### src/rtl/dmem_arbiter.sv
// -----------------------------------------------------------------------------
// dmem_arbiter
//
// Shares the single-port data RAM (dmem) between two requesters:
//   port 0 = control_unit, port 1 = debug/loader.
// Ownership is round-robin. A tenure lasts at most MAX_BURST accesses while
// the other port is waiting, so neither side starves. Read data returns on the
// rvalid/rdata pair of the port that issued the read, even if ownership has
// moved on by the time the RAM answers.
//
// Ports
//   clk            rising-edge clock
//   rst            asynchronous active-high reset
//   req0/req1      port n requests the RAM; held high while it has accesses
//   we0/we1        port n access is a write (1) or a read (0)
//   addr0/addr1    port n address
//   wdata0/wdata1  port n write data
//   gnt0/gnt1      port n owns the RAM this cycle (decoded from state register)
//   rvalid0/1      read data for port n is valid this cycle
//   rdata0/1       ram_dout while rvalidn, otherwise 0
//   ram_we         to dmem write enable
//   ram_addr       to dmem address
//   ram_din        to dmem write data
//   ram_dout       from dmem read data (RD_LAT cycles after the address)
//   busy           arbiter is not idle
// -----------------------------------------------------------------------------
module dmem_arbiter #(
    parameter int ADDR_W    = 8,
    parameter int DATA_W    = 8,
    parameter int MAX_BURST = 4,
    parameter int RD_LAT    = 1
) (
    input  logic              clk,
    input  logic              rst,
    input  logic              req0,
    input  logic              req1,
    input  logic              we0,
    input  logic              we1,
    input  logic [ADDR_W-1:0] addr0,
    input  logic [ADDR_W-1:0] addr1,
    input  logic [DATA_W-1:0] wdata0,
    input  logic [DATA_W-1:0] wdata1,
    output logic              gnt0,
    output logic              gnt1,
    output logic              rvalid0,
    output logic              rvalid1,
    output logic [DATA_W-1:0] rdata0,
    output logic [DATA_W-1:0] rdata1,
    output logic              ram_we,
    output logic [ADDR_W-1:0] ram_addr,
    output logic [DATA_W-1:0] ram_din,
    input  logic [DATA_W-1:0] ram_dout,
    output logic              busy
);

    typedef enum logic [1:0] {
        IDLE = 2'd0,
        OWN0 = 2'd1,
        OWN1 = 2'd2
    } state_t;

    // Burst counter only needs to reach MAX_BURST-1; keep at least one bit.
    localparam int CNT_W = (MAX_BURST > 1) ? $clog2(MAX_BURST) : 1;
    localparam logic [CNT_W-1:0] CNT_LAST = CNT_W'(MAX_BURST - 1);

    state_t           state_reg, state_next;
    logic             last_reg, last_next;   // port that owned the RAM most recently
    logic [CNT_W-1:0] cnt_reg, cnt_next;     // issues made in the current tenure

    logic issue0, issue1, rd_issue;
    logic own_port, own_req, other_req;
    state_t other_state;

    // ------------------------------------------------------------------
    // Access issue decode
    // ------------------------------------------------------------------
    assign gnt0   = (state_reg == OWN0);
    assign gnt1   = (state_reg == OWN1);
    assign busy   = (state_reg != IDLE);

    // A non-owner's inputs never reach the RAM: issue requires the grant.
    assign issue0   = gnt0 & req0;
    assign issue1   = gnt1 & req1;
    assign rd_issue = (issue0 & ~we0) | (issue1 & ~we1);

    always_comb begin
        ram_we   = 1'b0;
        ram_addr = '0;
        ram_din  = '0;
        if (issue0) begin
            ram_we   = we0;
            ram_addr = addr0;
            ram_din  = wdata0;
        end else if (issue1) begin
            ram_we   = we1;
            ram_addr = addr1;
            ram_din  = wdata1;
        end
    end

    // ------------------------------------------------------------------
    // Ownership FSM
    // ------------------------------------------------------------------
    // Owner-relative views so OWN0 and OWN1 share one set of transition rules.
    assign own_port    = (state_reg == OWN1);
    assign own_req     = own_port ? req1 : req0;
    assign other_req   = own_port ? req0 : req1;
    assign other_state = own_port ? OWN0 : OWN1;

    always_ff @(posedge clk or posedge rst) begin
        if (rst) begin
            state_reg <= IDLE;
            last_reg  <= 1'b1;      // port 0 wins the first contest
            cnt_reg   <= '0;
        end else begin
            state_reg <= state_next;
            last_reg  <= last_next;
            cnt_reg   <= cnt_next;
        end
    end

    always_comb begin
        state_next = state_reg;
        last_next  = last_reg;
        cnt_next   = cnt_reg;
        case (state_reg)
            IDLE: begin
                if (req0 && req1) begin
                    state_next = last_reg ? OWN0 : OWN1;
                end else if (req0) begin
                    state_next = OWN0;
                end else if (req1) begin
                    state_next = OWN1;
                end
            end
            OWN0, OWN1: begin
                if (!own_req) begin
                    // Owner is done: hand over directly (no bubble) or go idle.
                    state_next = other_req ? other_state : IDLE;
                    last_next  = own_port;
                    cnt_next   = '0;
                end else if ((cnt_reg == CNT_LAST) && other_req) begin
                    // own_req high here means this cycle is an issue; it is
                    // the last access of the tenure.
                    state_next = other_state;
                    last_next  = own_port;
                    cnt_next   = '0;
                end else if (cnt_reg != CNT_LAST) begin
                    // Saturate at the limit so a later request from the other
                    // port forces a handover on the very next issue.
                    cnt_next = cnt_reg + CNT_W'(1);
                end
            end
            default: begin
                state_next = IDLE;
                cnt_next   = '0;
            end
        endcase
    end

    // ------------------------------------------------------------------
    // Read tag pipeline: RD_LAT stages of {valid, port}, aligned with the
    // RAM's read latency so the returning data is steered to its issuer.
    // ------------------------------------------------------------------
    logic [RD_LAT-1:0] tag_valid_reg, tag_valid_next;
    logic [RD_LAT-1:0] tag_port_reg,  tag_port_next;

    genvar gi;
    generate
        for (gi = 0; gi < RD_LAT; gi++) begin : g_tag
            if (gi == 0) begin : g_head
                assign tag_valid_next[gi] = rd_issue;
                assign tag_port_next[gi]  = issue1;
            end else begin : g_shift
                assign tag_valid_next[gi] = tag_valid_reg[gi-1];
                assign tag_port_next[gi]  = tag_port_reg[gi-1];
            end
        end
    endgenerate

    always_ff @(posedge clk or posedge rst) begin
        if (rst) begin
            tag_valid_reg <= '0;    // drops reads in flight
            tag_port_reg  <= '0;
        end else begin
            tag_valid_reg <= tag_valid_next;
            tag_port_reg  <= tag_port_next;
        end
    end

    assign rvalid0 = tag_valid_reg[RD_LAT-1] & ~tag_port_reg[RD_LAT-1];
    assign rvalid1 = tag_valid_reg[RD_LAT-1] &  tag_port_reg[RD_LAT-1];
    assign rdata0  = rvalid0 ? ram_dout : '0;
    assign rdata1  = rvalid1 ? ram_dout : '0;

endmodule

### config.mk
export PLATFORM = sky130hd
export DESIGN_NAME = dmem_arbiter
export DESIGN_NICKNAME = d
export VERILOG_FILES = /design/src/rtl/dmem_arbiter.sv
export SDC_FILE = /design/constraint.sdc
export NUM_CORES = 1
export LEC_CHECK = 0
export CAP_MARGIN = 20
export CORE_MARGIN = 2
export CORE_UTILIZATION = 31
export DETAILED_ROUTE_END_ITERATION = 10
export HOLD_SLACK_MARGIN = 0.15
export PLACE_DENSITY = 0.95
export SYNTH_ARGS = -nofsm -noshare
export SYNTH_HDL_FRONTEND = slang
export SYNTH_SLANG_ARGS = --single-unit
### constraint.sdc
create_clock -name clk -period 4.9 [get_ports clk]
set_clock_uncertainty 0.05 [all_clocks]
set_input_delay 0.98 -clock clk [delete_from_list [all_inputs] [get_ports clk]]
set_output_delay 0.98 -clock clk [all_outputs]
set_load 0.03 [all_outputs]
; Word level (Yosys, flattened, before mapping)
; Index checks and enable logic that the tools add are counted.
; W data, S select, Z words.
[op_classes]
bitwise_logic = 11
n_addsub = 1
n_eq_ne = 8
mux = 25
reduce_logical = 8
[ops]
columns = op, count
row1 = $mux W8, 6
row2 = $mux W2, 11
row3 = $ne A4 B4 Y1 const B, 2
row4 = $pmux W2 S2, 2
row5 = $and A1 B1 Y1, 6
row6 = $mux W1, 6
row7 = $reduce_and A2 Y1, 3
row8 = $eq A2 B2 Y1 const B, 2
row9 = $not A1 Y1, 4
row10 = $ne A3 B3 Y1 const B, 1
row11 = $add A2 B1 Y2 const B, 1
row12 = $eq A2 B1 Y1 const B, 1
row13 = $logic_and A1 B1 Y1, 2
row14 = $logic_not A2 Y1, 1
row15 = $ne A2 B1 Y1 const B, 1
row16 = $ne A2 B2 Y1 const B, 1
row17 = $reduce_bool A2 Y1, 1
row18 = $reduce_or A2 Y1, 1
row19 = $or A1 B1 Y1, 1
[totals]
ff_bits = 7
word_cells = 58
in_bits = 46
output_inout_bits = 38

; Logic depth before layout (Yosys ltp)
[depth]
ltp_word = 6
mapped_depth = 7
ltp_nobuf = 7

; Worst setup path after synthesis
; No wires, ideal clock.
[synth_timing]
path_kind = input-to-output
startpoint = input port req0
endpoint = output port ram_addr[4]
n_path_buf = 3
stages = 6
setup_slack_ns = 1.816
required_ns = 3.870
t_arrival_ns = 2.054
cell_sequence = buf_6 -> and2_1 -> buf_2 -> nor2_4 -> buf_2 -> a22o_1
[synth_via]
elab_chain_len = 2
[synth_lines]
columns = element, line_no
row1 = "start, declared", 35  ; input logic req0,
row2 = $and A1 B1 Y1, 82  ; assign issue0 = gnt0 & req0;
row3 = $mux W8, 90  ; if (issue0) begin
row4 = "end, declared", 50  ; output logic [ADDR_W-1:0] ram_addr,
; Every way passes these cells.

; Worst setup path in the final report
; Same ends and word-level chain as after synthesis.

==> results.json <==
{
  "postRouteAntennaNets": 0,
  "syn_area_sq_um": 811,
  "rr_endpoint": "state_reg[0]",
  "arrival_ns": 3.29,
  "fill_cells": 199,
  "yosysWarnings": 0,
  "min_period_over_period_pct": 88.2,
  "yosysSeqAreaShare_pct": 21.8,
  "die_x_um": 55.1,
  "powerDensity_nw_per_um2": 401,
  "drv_slew": 0,
  "start_kind": "input pin",
  "critPathSlowestCell": "clkdlybuf4s50_1",
  "dr.pass1.iters": 4,
  "fp.dieArea_sq_um": 3040,
  "gr-total-overflow": 0,
  "pwr-share-clk_pct": 7.9,
  "cts_root_buf": "clkbuf_4",
  "max_stage_delay_ns": 0.68,
  "wl_um": 3350,
  "cts_tree": "yes",
  "drive_gt1_share_pct": 5.75,
  "synth.distinct_cells": 33,
  "synth_nets": 145,
  "reg2reg_slack_ns": 2.91,
  "timing.rr.start": "state_reg[0]",
  "hp-start": "cnt_reg[0]",
  "vias_per_cell": 4.97,
  "final_common_cell": "clkdlybuf4s50_1",
  "io_buffers": 83,
  "cts_hold_buffers": 0,
  "grt_max_degree": 19,
  "clockBufferDepth": 2,
  "num_vias": 1013,
  "worst_slew_pin_slew_ns": 0.665,
  "finalNetCount": 227,
  "syn_area_per_cell_sq_um": 8.72,
  "period_minus_slack_ns": 4.32,
  "hold_path.class": "reg -> reg",
  "r2r_cells": 6,
  "grt_pass1_vias": 943,
  "start_util_pct": 32.7,
  "power_frac_comb_pct": 76.9,
  "drc": 0,
  "grt_pass1_wl_um": 4420,
  "rsz0062_at_grt": "false",
  "dr.first_iter.drc_count": 16,
  "crit_top_cell": "clkdlybuf4s50_1",
  "fin_setup_tns_ns": 0,
  "sw_frac_of_total_pct": 48.6,
  "fmax_mhz": 231,
  "cts_inserted_buffers": 3,
  "rows": 18,
  "crit_family": "buffers and inverters",
  "h-tree-depth": 1,
  "core_sq_um": 2480,
  "synth-seq-cells": 7,
  "clock_sinks": 7,
  "finalHoldViolCount": 0,
  "synth_cells": 93,
  "ios": 84,
  "setup_viol": 0,
  "die_height_um": 55.1,
  "path_cells": "clkdlybuf4s50_1, and2_1, nor2_4, a22o_1, clkdlybuf4s50_1",
  "fin_hold_ws_ns": 0.481,
  "layout_common_cells": "clkdlybuf4s50_1 (83), a22o_1 (17), and2_1 (10), and3_1 (8), inv_1 (7)",
  "clock_latency_ns": 0.26,
  "whs_path_depth": 1,
  "antenna_found_initial": 0,
  "synth_top_area_share_pct": 18.5,
  "drv_cap": 0,
  "leakage_nw": 0.707,
  "worstPathMaxFanout": 18,
  "wl_per_cell_um": 16.4,
  "cts_resized": 0,
  "crit_buf_inv": 2,
  "synth_area_leaders": "dfrtp_1 (19%), a22o_1 (18%), ha_1 (9.3%), and2_1 (7.7%), and3_1 (6.2%)",
  "path_class": "in -> out",
  "cp-end-kind": "output pin",
  "p_total_w": 0.000671,
  "hold_path_end": "cnt_reg[0]",
  "dpl.hpwl_um": 2890,
  "gp_congestion": 0.875,
  "p_int_w": 0.000344,
  "required_ns": 3.87,
  "area_growth_syn_to_layout_pct": 106,
  "ir_drop_mv": 0.337,
  "slew_headroom_pct": 55.7,
  "gr-usage-all-layers_pct": 20.8,
  "antenna_cells": 0,
  "seqPwrFrac_pct": 15.2,
  "synth_top_area_cell": "dfrtp_1",
  "status": "finished clean",
  "postCtsSetupBuffers": 0,
  "power_switching_w": 0.000326,
  "cts.clk_slew.worst_paths_ns": 0.05
}
==> cells in the mapped netlist, drive strengths merged <==
cell type  instances
a22o              17
and2              10
and3               9
inv                8
dfrtp              6
ha                 6
buf                3
clkbuf             3
mux2               3
nor2b              3
o211ai             3
a21oi              2
nand2              2
nand3              2
nand4              2
o21ai              2
a21o               1
a221oi             1
a311oi             1
a31oi              1
dfstp              1
mux2i              1
nand2b             1
nor2               1
nor3               1
o22ai              1
o2bb2ai            1
or3                1
==> metrics by stage <==
step,instance area (sq um),cells,utilization [%],setup WS [ns]
5_1_grt,1670,204,67.5,0.460
6_report,1670,204,67.5,0.579
2_1_floorplan,811,93,-,1.82
4_1_cts,1670,204,67.5,0.601
3_5_place_dp,1650,200,66.5,0.599
3_3_place_gp,1650,200,66.5,0.721
==> logic make-up after synthesis <==
group | synth area share [%]
flip-flops | 21.8
buffers and inverters | 7.72
AO/OA/AOI/OAI | 30.1
adder cells (fa/ha/maj) | 9.26
multiplexers | 5.40
AND/OR/NAND/NOR | 25.8
==> worst reg2reg max path, stage by stage (launching register included) <==
cell      delay, ns
dfrtp_1        0.40
inv_1          0.12
ha_1           0.29
o21ai_1        0.14
and3_4         0.20
a311oi_2       0.32
mux2_1         0.37
==> area by class of cell <==
type,count,area [sq um],area share [%]
Sequential cell,7,176,10.5
Timing Repair Buffer,83,831,49.7
Multi-Input combinational cell,72,572,34.2
Tap cell,30,37.5,2.24
Clock buffer,4,26.3,1.57
Inverter,8,30.0,1.80
==> power groups by stage <==
stage	Sequential [W]	Clock, W	Combinational [W]
2_1_floorplan	0.0000973	0	0.000330
3_3_place_gp	0.000100	0	0.000498
3_5_place_dp	0.000103	0	0.000514
4_1_cts	0.000102	0.0000552	0.000515
5_1_grt	0.000107	0.0000567	0.000552
6_report	0.000102	0.0000530	0.000516
==> worst max path at each step <==
stage | start | endpoint | slack, ns | cells past startpoint
2_1_floorplan | req0 | ram_addr[4] | 1.82 | 6
3_3_place_gp | req0 | ram_addr[5] | 0.72 | 5
3_5_place_dp | req0 | ram_addr[4] | 0.60 | 5
4_1_cts | req0 | ram_addr[4] | 0.60 | 5
6_report | req0 | ram_addr[4] | 0.58 | 5
5_1_grt | req0 | ram_din[4] | 0.46 | 5
==> layer usage <==
layer  wire (um)  GRT usage [%]  up-vias
li1            -              -      511
met1        1300           24.5      450
met2        1720           36.3       45
met3         282           6.72        7
met4          51           5.28        0
met5           0              0        -
Note: power is estimated with default switching activity, not from simulation.
